File: src/rtl/fpga_ce_prescaler_if.sv
// Control/status bundle of the clock-enable prescaler.
// The master drives run/mode/ratio and reads back the enable, busy flag and phase.
interface fpga_ce_prescaler_if #(
  parameter int unsigned CNT_W = 8
);

  logic             run_i;
  logic             oneshot_i;
  logic [CNT_W-1:0] div_i;
  logic             load_i;
  logic             E_o;
  logic             busy_o;
  logic [CNT_W-1:0] cnt_o;

  modport master (
    output run_i,
    output oneshot_i,
    output div_i,
    output load_i,
    input  E_o,
    input  busy_o,
    input  cnt_o
  );

  modport slave (
    input  run_i,
    input  oneshot_i,
    input  div_i,
    input  load_i,
    output E_o,
    output busy_o,
    output cnt_o
  );

endinterface

File: src/rtl/fpga_ce_prescaler.sv
// Programmable clock-enable generator: one registered E_o pulse every Neff cycles,
// free-running or one-shot, with the ratio shadow-reloaded at terminal count or on load.
module fpga_ce_prescaler #(
  parameter int unsigned CNT_W = 8
) (
  input  logic                  clk_i,
  input  logic                  reset_ni,
  fpga_ce_prescaler_if.slave    bus
);

  typedef enum logic [1:0] {
    IDLE = 2'd0,
    RUN  = 2'd1,
    DONE = 2'd2
  } state_e;

  state_e           state_q, state_d;
  logic [CNT_W-1:0] cnt_q,   cnt_d;
  logic [CNT_W-1:0] div_q,   div_d;
  logic             e_q,     e_d;

  logic [CNT_W-1:0] neff_c;
  logic             tc_c;

  // A stored ratio of zero behaves as divide-by-one.
  assign neff_c = (div_q == '0) ? CNT_W'(1) : div_q;
  assign tc_c   = (cnt_q == (neff_c - CNT_W'(1)));

  always_ff @(posedge clk_i or negedge reset_ni) begin
    if (!reset_ni) begin
      state_q <= IDLE;
      cnt_q   <= '0;
      div_q   <= '0;
      e_q     <= 1'b0;
    end else begin
      state_q <= state_d;
      cnt_q   <= cnt_d;
      div_q   <= div_d;
      e_q     <= e_d;
    end
  end

  // Load strobe overrides the state logic and never emits a pulse on its edge.
  always_comb begin
    state_d = state_q;
    cnt_d   = cnt_q;
    div_d   = div_q;
    e_d     = 1'b0;

    if (bus.load_i) begin
      div_d   = bus.div_i;
      cnt_d   = '0;
      state_d = bus.run_i ? RUN : IDLE;
    end else begin
      unique case (state_q)
        IDLE: begin
          cnt_d = '0;
          if (bus.run_i) begin
            state_d = RUN;
          end
        end
        RUN: begin
          if (!bus.run_i) begin
            state_d = IDLE;
            cnt_d   = '0;
          end else if (tc_c) begin
            cnt_d = '0;
            e_d   = 1'b1;
            div_d = bus.div_i;
            if (bus.oneshot_i) begin
              state_d = DONE;
            end
          end else begin
            cnt_d = cnt_q + CNT_W'(1);
          end
        end
        DONE: begin
          cnt_d = '0;
          if (!bus.run_i) begin
            state_d = IDLE;
          end
        end
        default: begin
          state_d = IDLE;
          cnt_d   = '0;
        end
      endcase
    end
  end

  assign bus.E_o    = e_q;
  assign bus.busy_o = (state_q == RUN);
  assign bus.cnt_o  = cnt_q;

endmodule

File: src/flat_wrapper.sv
// flat-port wrapper written by rule: the top's interface ports become plain ports
module fpga_ce_prescaler_flat 
#(
  parameter int unsigned CNT_W = 8
)
  (clk_i, reset_ni, bus_run_i, bus_oneshot_i, bus_div_i, bus_load_i, bus_E_o, bus_busy_o, bus_cnt_o);
  fpga_ce_prescaler_if #(.CNT_W(CNT_W)) bus_i ();
  input  logic clk_i;
  input  logic reset_ni;
  input wire logic [$bits(bus_i.run_i)-1:0] bus_run_i;
  input wire logic [$bits(bus_i.oneshot_i)-1:0] bus_oneshot_i;
  input wire logic [$bits(bus_i.div_i)-1:0] bus_div_i;
  input wire logic [$bits(bus_i.load_i)-1:0] bus_load_i;
  output wire logic [$bits(bus_i.E_o)-1:0] bus_E_o;
  output wire logic [$bits(bus_i.busy_o)-1:0] bus_busy_o;
  output wire logic [$bits(bus_i.cnt_o)-1:0] bus_cnt_o;
  assign bus_i.run_i = bus_run_i;
  assign bus_i.oneshot_i = bus_oneshot_i;
  assign bus_i.div_i = bus_div_i;
  assign bus_i.load_i = bus_load_i;
  assign bus_E_o = bus_i.E_o;
  assign bus_busy_o = bus_i.busy_o;
  assign bus_cnt_o = bus_i.cnt_o;
  fpga_ce_prescaler #(.CNT_W(CNT_W)) u_core (.clk_i(clk_i), .reset_ni(reset_ni), .bus(bus_i));
endmodule
File: config.mk
export PLATFORM = sky130hd
export DESIGN_NAME = fpga_ce_prescaler_flat
export DESIGN_NICKNAME = d
export VERILOG_FILES = /design/src/rtl/fpga_ce_prescaler_if.sv /design/src/rtl/fpga_ce_prescaler.sv /design/src/flat_wrapper.sv
export SDC_FILE = /design/constraint.sdc
export NUM_CORES = 1
export LEC_CHECK = 0
export BUFFER_PORTS_ARGS = -buffer_cell sky130_fd_sc_hd__buf_2
export CAP_MARGIN = 25
export CORE_MARGIN = 2
export CORE_UTILIZATION = 45
export CTS_BUF_LIST = sky130_fd_sc_hd__clkbuf_4 sky130_fd_sc_hd__clkbuf_8 sky130_fd_sc_hd__clkbuf_16
export CTS_CLUSTER_SIZE = 16
export DETAILED_ROUTE_END_ITERATION = 12
export GPL_ROUTABILITY_DRIVEN = 0
export GPL_TIMING_DRIVEN = 0
export PLACE_DENSITY_LB_ADDON = 0.05
export SETUP_SLACK_MARGIN = 0.02
export SYNTH_ARGS = -nofsm -noshare
export SYNTH_HDL_FRONTEND = slang
export SYNTH_SLANG_ARGS = --single-unit
export TNS_END_PERCENT = 100
File: constraint.sdc
create_clock -name clk_i -period 5.1 [get_ports clk_i]
set_input_delay 0.765 -clock clk_i [delete_from_list [all_inputs] [get_ports clk_i]]
set_output_delay 0.765 -clock clk_i [all_outputs]
set_load 0.01 [all_outputs]
Word level (Yosys, flattened, before mapping)
Cells that the tools add are included.
- equal/unequal tests: 7
- muxes and demuxes: 21
- reductions and logical operators: 7
- add/subtract/negate cells: 2
- operators by type and width (kind ; number):
    2-to-1 mux 8 bit ; 9
    2-to-1 mux 2 bit ; 6
    adder 8 x 1 -> 8 bit, second input constant ; 1
    == test 8 bit ; 1
    zero test 8 bit ; 1
    subtractor 8 x 1 -> 8 bit, second input constant ; 1
    inequality test 3 bit, second input constant ; 2
    case mux 2 bit (3 select lines) ; 1
    nonzero test 2 bit ; 3
    2-to-1 mux 1 bit ; 5
    inequality test 4 x 3 -> 1 bit, second input constant ; 1
    inequality test 4 bit, second input constant ; 1
    AND reduction 4 bit ; 1
    AND reduction 3 bit ; 1
    == test 2 x 1 -> 1 bit, second input constant ; 1
    == test 2 bit, second input constant ; 1
    zero test 2 bit ; 1
- word-level logic and storage cells: 41
- register bits after elaboration: 19
- output and inout bits: 10

Longest topological paths before layout
- word-level depth: 8
- gate-level depth with buffers: 11
- mapped depth without buffers: 10

Worst setup path after synthesis
No wires, ideal clock.
- path type: register -> register
- start: register u_core.div_q[3]
- end: register u_core.div_q[0]
- arrival: 2.871 ns
- stages on the path, launching flop included: 11
- path buffers: 0
- setup time: 0.125 ns
- setup slack: 2.105 ns
- path through: dfrtp_1 or4_4 nor4_1 nor2_1 ha_1 xnor2_1 a21oi_1 o221ai_1 nor4_4 a41oi_4 mux2_2
- word-level cells in the longest chain between the ends: 6
- RTL lines (element ; line ; RTL):
    start: declaration ; fpga_ce_prescaler.sv:19 ; logic [CNT_W-1:0] div_q, div_d;
    start signal: assignment ; fpga_ce_prescaler.sv:38 ; div_q <= div_d;
    zero test 8 bit ; fpga_ce_prescaler.sv:26 ; assign neff_c = (div_q == '0) ? CNT_W'(1) : div_q;
    2-to-1 mux 8 bit * ; fpga_ce_prescaler.sv:26 ;
    subtractor 8 x 1 -> 8 bit * ; fpga_ce_prescaler.sv:27 ; assign tc_c = (cnt_q == (neff_c - CNT_W'(1)));
    == test 8 bit * ; fpga_ce_prescaler.sv:27 ;
    nonzero test 2 bit (no line) * ; n/a ;
    AND reduction 3 bit (no line) * ; n/a ;
Every way passes the cells marked *; elsewhere a longest branch is shown, timed or not.
A chain may end at the register's enable or synchronous reset.

Worst setup path in the final report
- start: register u_core.div_q[3]
- end: register u_core.div_q[7]
The elaborated chain is that of the path after synthesis.

==> key figures <==
Status
  • Outcome: finished, final reports clean

Timing
  • Final Max Slew Viols: 0
  • Hold Fails Final Rpt: 0
  • RSZ-0062 raised after global routing: no
  • Finish-stage setup viols: 0
  • Setup TNS Final: 0 ps
  • Clock skew: a little over 10 ps
  • Fmax: just over 0.3 GHz
  • Final Cycle Share: 0.647
  • Minimum clock period: 3300 ps
  • Worst relative slew slack: 0.704
  • Pin slew with the least headroom to its limit: 443 ps

Clock tree
  • TritonCTS clock tree: yes
  • Worst-Skew Late Latency: just over 300 ps
  • CTS root buf: clkbuf_4
  • Clock Pin Slew Worst Setup and Hold Paths: 120 ps
  • Clock net sink count: 19
  • Post-CTS Setup Repair Bufs: 0
  • Clk buf depth: 2
  • CTS H-tree depth: 1
  • Number of CTS-inserted buffers: 3
  • Cts hold-fix bufs: 0
  • Post-cts sizing count: 0

Final layout
  • Area growth, synth to finish: 16.0%
  • ANT cells: 0
  • Most frequent cells in the layout: 23 x buf_2, 19 x dfrtp_1, 9 x nor3_1
  • Commonest non-fill, non-tap cell in the layout: buf_2
  • Layout Cells excl Fill: 153
  • End-of-flow core utilization: 0.560
  • Share of layout cells above drive strength 1: 0.320
  • Final Instance Area: approximately 1200 µm²
  • Final nets: around 140

Yosys
  • Syn Inst Count: 99
  • Top_reg_cell synth: dfrtp_1
  • Mapped Nets: approximately 110
  • Post-Synth Simple-Gate Area: 0.196
  • Area of the mapped netlist: 1080 µm²
  • Compound-Gate Fraction of Synth Area: 0.113
  • FF+latch count, synth: 19
  • Synth async-reset ratio: 1.00
  • Largest family of logic cells by synthesized area: simple AND/OR/NAND/NOR gates
  • Synth Warn #: 0
  • Post-synth EDFFs: 0
  • Synth Area in Adders: 0.0232
  • Sequential area share after synthesis: 0.441
  • Yosys cell types: 32
  • Synth Area in XOR/XNOR: 0.114
  • Post-synthesis mux area share: 0.0836
  • Ranking of synthesized cells by area: dfrtp_1 44%, mux2_2 8.4%, xnor2_1 6.5%
  • Avg Cell Area, Syn: ~11 µm²
  • Synth top area share: 0.441
  • Most area-hungry cell type in the Yosys netlist: dfrtp_1

Floorplanning
  • I/O pin count: 23
  • Die Span Y: 52.9 µm
  • Total Die Area: 2800 µm²
  • Floorplan die width: 52.9 µm
  • Core area: 2230 µm²
  • Starting Density: 0.482
  • FP Rows: 17

Worst setup path
  • Buffers and inverters on the worst path: 0
  • Crit. End Element: flop
  • CP Cell Sequence: or4_4, nor4_1, nor2_1, ha_1, xnor2_1, a21oi_1, o221ai_1, nor4_4, a41oi_4, mux2_2
  • Worst path slowest cell: or4_4
  • Critical path class: flop to flop
  • Crit Reg-Reg Startpoint: u_core.div_q[3]$_DFFE_PN0P_
  • Crit path arrival time: between 3000 and 4000 ps
  • Max Fanout on Critical Path: 8
  • Crit path from: u_core.div_q[3]$_DFFE_PN0P_
  • Crit start category: flop
  • Required time worst endpoint: between 5000 and 6000 ps
  • Crit-path max cell delay: roughly 600 ps
  • Critical path's top delay family: simple AND/OR/NAND/NOR gates

Flow run
  • Maxcap violations: 0

Power and ir drop
  • Clk network pwr share: 0.264
  • Flop pwr share: 0.567
  • Leakage: 0.554 nW
  • Peak supply drop: 0.000186 V
  • Total power: 0.295 mW
  • Combinational power share: 0.169
  • P_int: 0.210 mW
  • Switching power: 0.0850 mW
  • PD cells: between 200 and 250 nW/µm²
  • Sw frac: 0.288

Global routing
  • Met2 Usage GRT: 0.296
  • GR Layer Usage met3: 0.0254
  • Met1 usage: 0.257
  • Vias in the first global route: 776
  • GRT busiest layer: met2
  • Total global routing track utilization: 0.189
  • Initial antenna violation count: 0
  • Global-route wire length before repair: 3710 µm
  • Largest net degree at the start of global routing: 20
  • Remaining Overflow, GRT: 0

Place
  • PortBufs: 22
  • Placed cells: approximately 150
  • Placed cell areas: ~1200 µm²
  • Hpwl dp: 1710 µm

Drt
  • Drt pass-1 iters: 4
  • Iteration-0 DRC Markers: 12
  • Via density: 5.43
  • DRT antenna net count: 0
  • DRC Markers: 0
  • Per-cell routed wire length: 14.6 µm
  • Total number of vias: 831
  • Final wirelength: 2230 µm

Min path
  • Min-Delay Path Class: primary input to async pin
==> layout make-up <==
class	count	area, µm²
sequential	19	475
inverter	5	18.8
multi-input combinational	72	571
buffer	3	12.5
tap	28	35.0
clock inverter	1	5.00
fill	220	983
clock buffer	3	22.5
timing repair buffer	22	110
==> through the flow <==
stage                     setup slack [ps]  hold WS [ps]
final                                 1800           380
after global routing                  1530           401
after CTS                             1780           388
after detailed placement              1800           530
after global placement                1860           497
after floorplan                       2100           460
==> cells by family after synthesis <==
family | after synthesis
multiplexers | 8
adder cells (fa/ha/maj) | 2
XOR/XNOR | 14
AO/OA/AOI/OAI | 14
AND/OR/NAND/NOR | 34
flip-flops | 19
buffers and inverters | 8
==> Yosys cell counts (2+ instances only) <==
library cell and instances:
xor2_1 6, dfrtp_1 19, clkbuf_1 2, a41oi_1 2, xnor2_1 8, nor3_1 9, mux2_2 8, nand2b_1 2
a21boi_0 2, nor4_1 2, nand3_1 5, nor2_1 4, o21ai_0 2, and3_1 2, nor3b_1 3, inv_1 5
a21oi_1 2, ha_1 2
==> layer usage <==
layer	vias up	wire length, µm
li1	412	-
met1	387	1040
met2	27	1050
met3	5	94
met4	0	46
met5	-	0
==> worst register-to-register path, stage by stage, from the launching register on <==
cell and delay [ps]:
dfrtp_1 480, or4_4 600, nor4_1 240, nor2_1 120
ha_1 320, xnor2_1 120, a21oi_1 110, o221ai_1 190
nor4_4 450, a41oi_4 250, mux2_2 330
==> registers in the layout, summed over array words and instances (netlist names) <==
signal	count
u_core.div_q	8
u_core.bus.E_o	1
u_core.bus.cnt_o	8
u_core.state_q	2
==> power by group through the flow <==
stage / registers, mW / clock network [mW] / logic, mW
CTS: 0.167 / 0.0813 / 0.0504
global placement: 0.170 / 0 / 0.0480
detailed placement: 0.170 / 0 / 0.0503
global route: 0.169 / 0.0869 / 0.0556
finish: 0.167 / 0.0780 / 0.0499
floorplan: 0.168 / 0 / 0.0350
==> path summary, 6_finish.rpt <==
kind,endpoint,slack [ps],cells after the start
min in group clk_i,u_core.state_q[0]$_DFFE_PN0P_,540,1
max in group asynchronous,u_core.div_q[5]$_DFFE_PN0P_,4400,1
worst max register to register,u_core.div_q[7]$_DFFE_PN0P_,1800,10
worst min-delay path,u_core.bus.cnt_o[2]$_DFF_PN0_,380,1
worst min register to register,u_core.state_q[0]$_DFFE_PN0P_,540,1
worst max-delay path,u_core.div_q[7]$_DFFE_PN0P_,1800,10
Power figures use the tool's default switching activity.
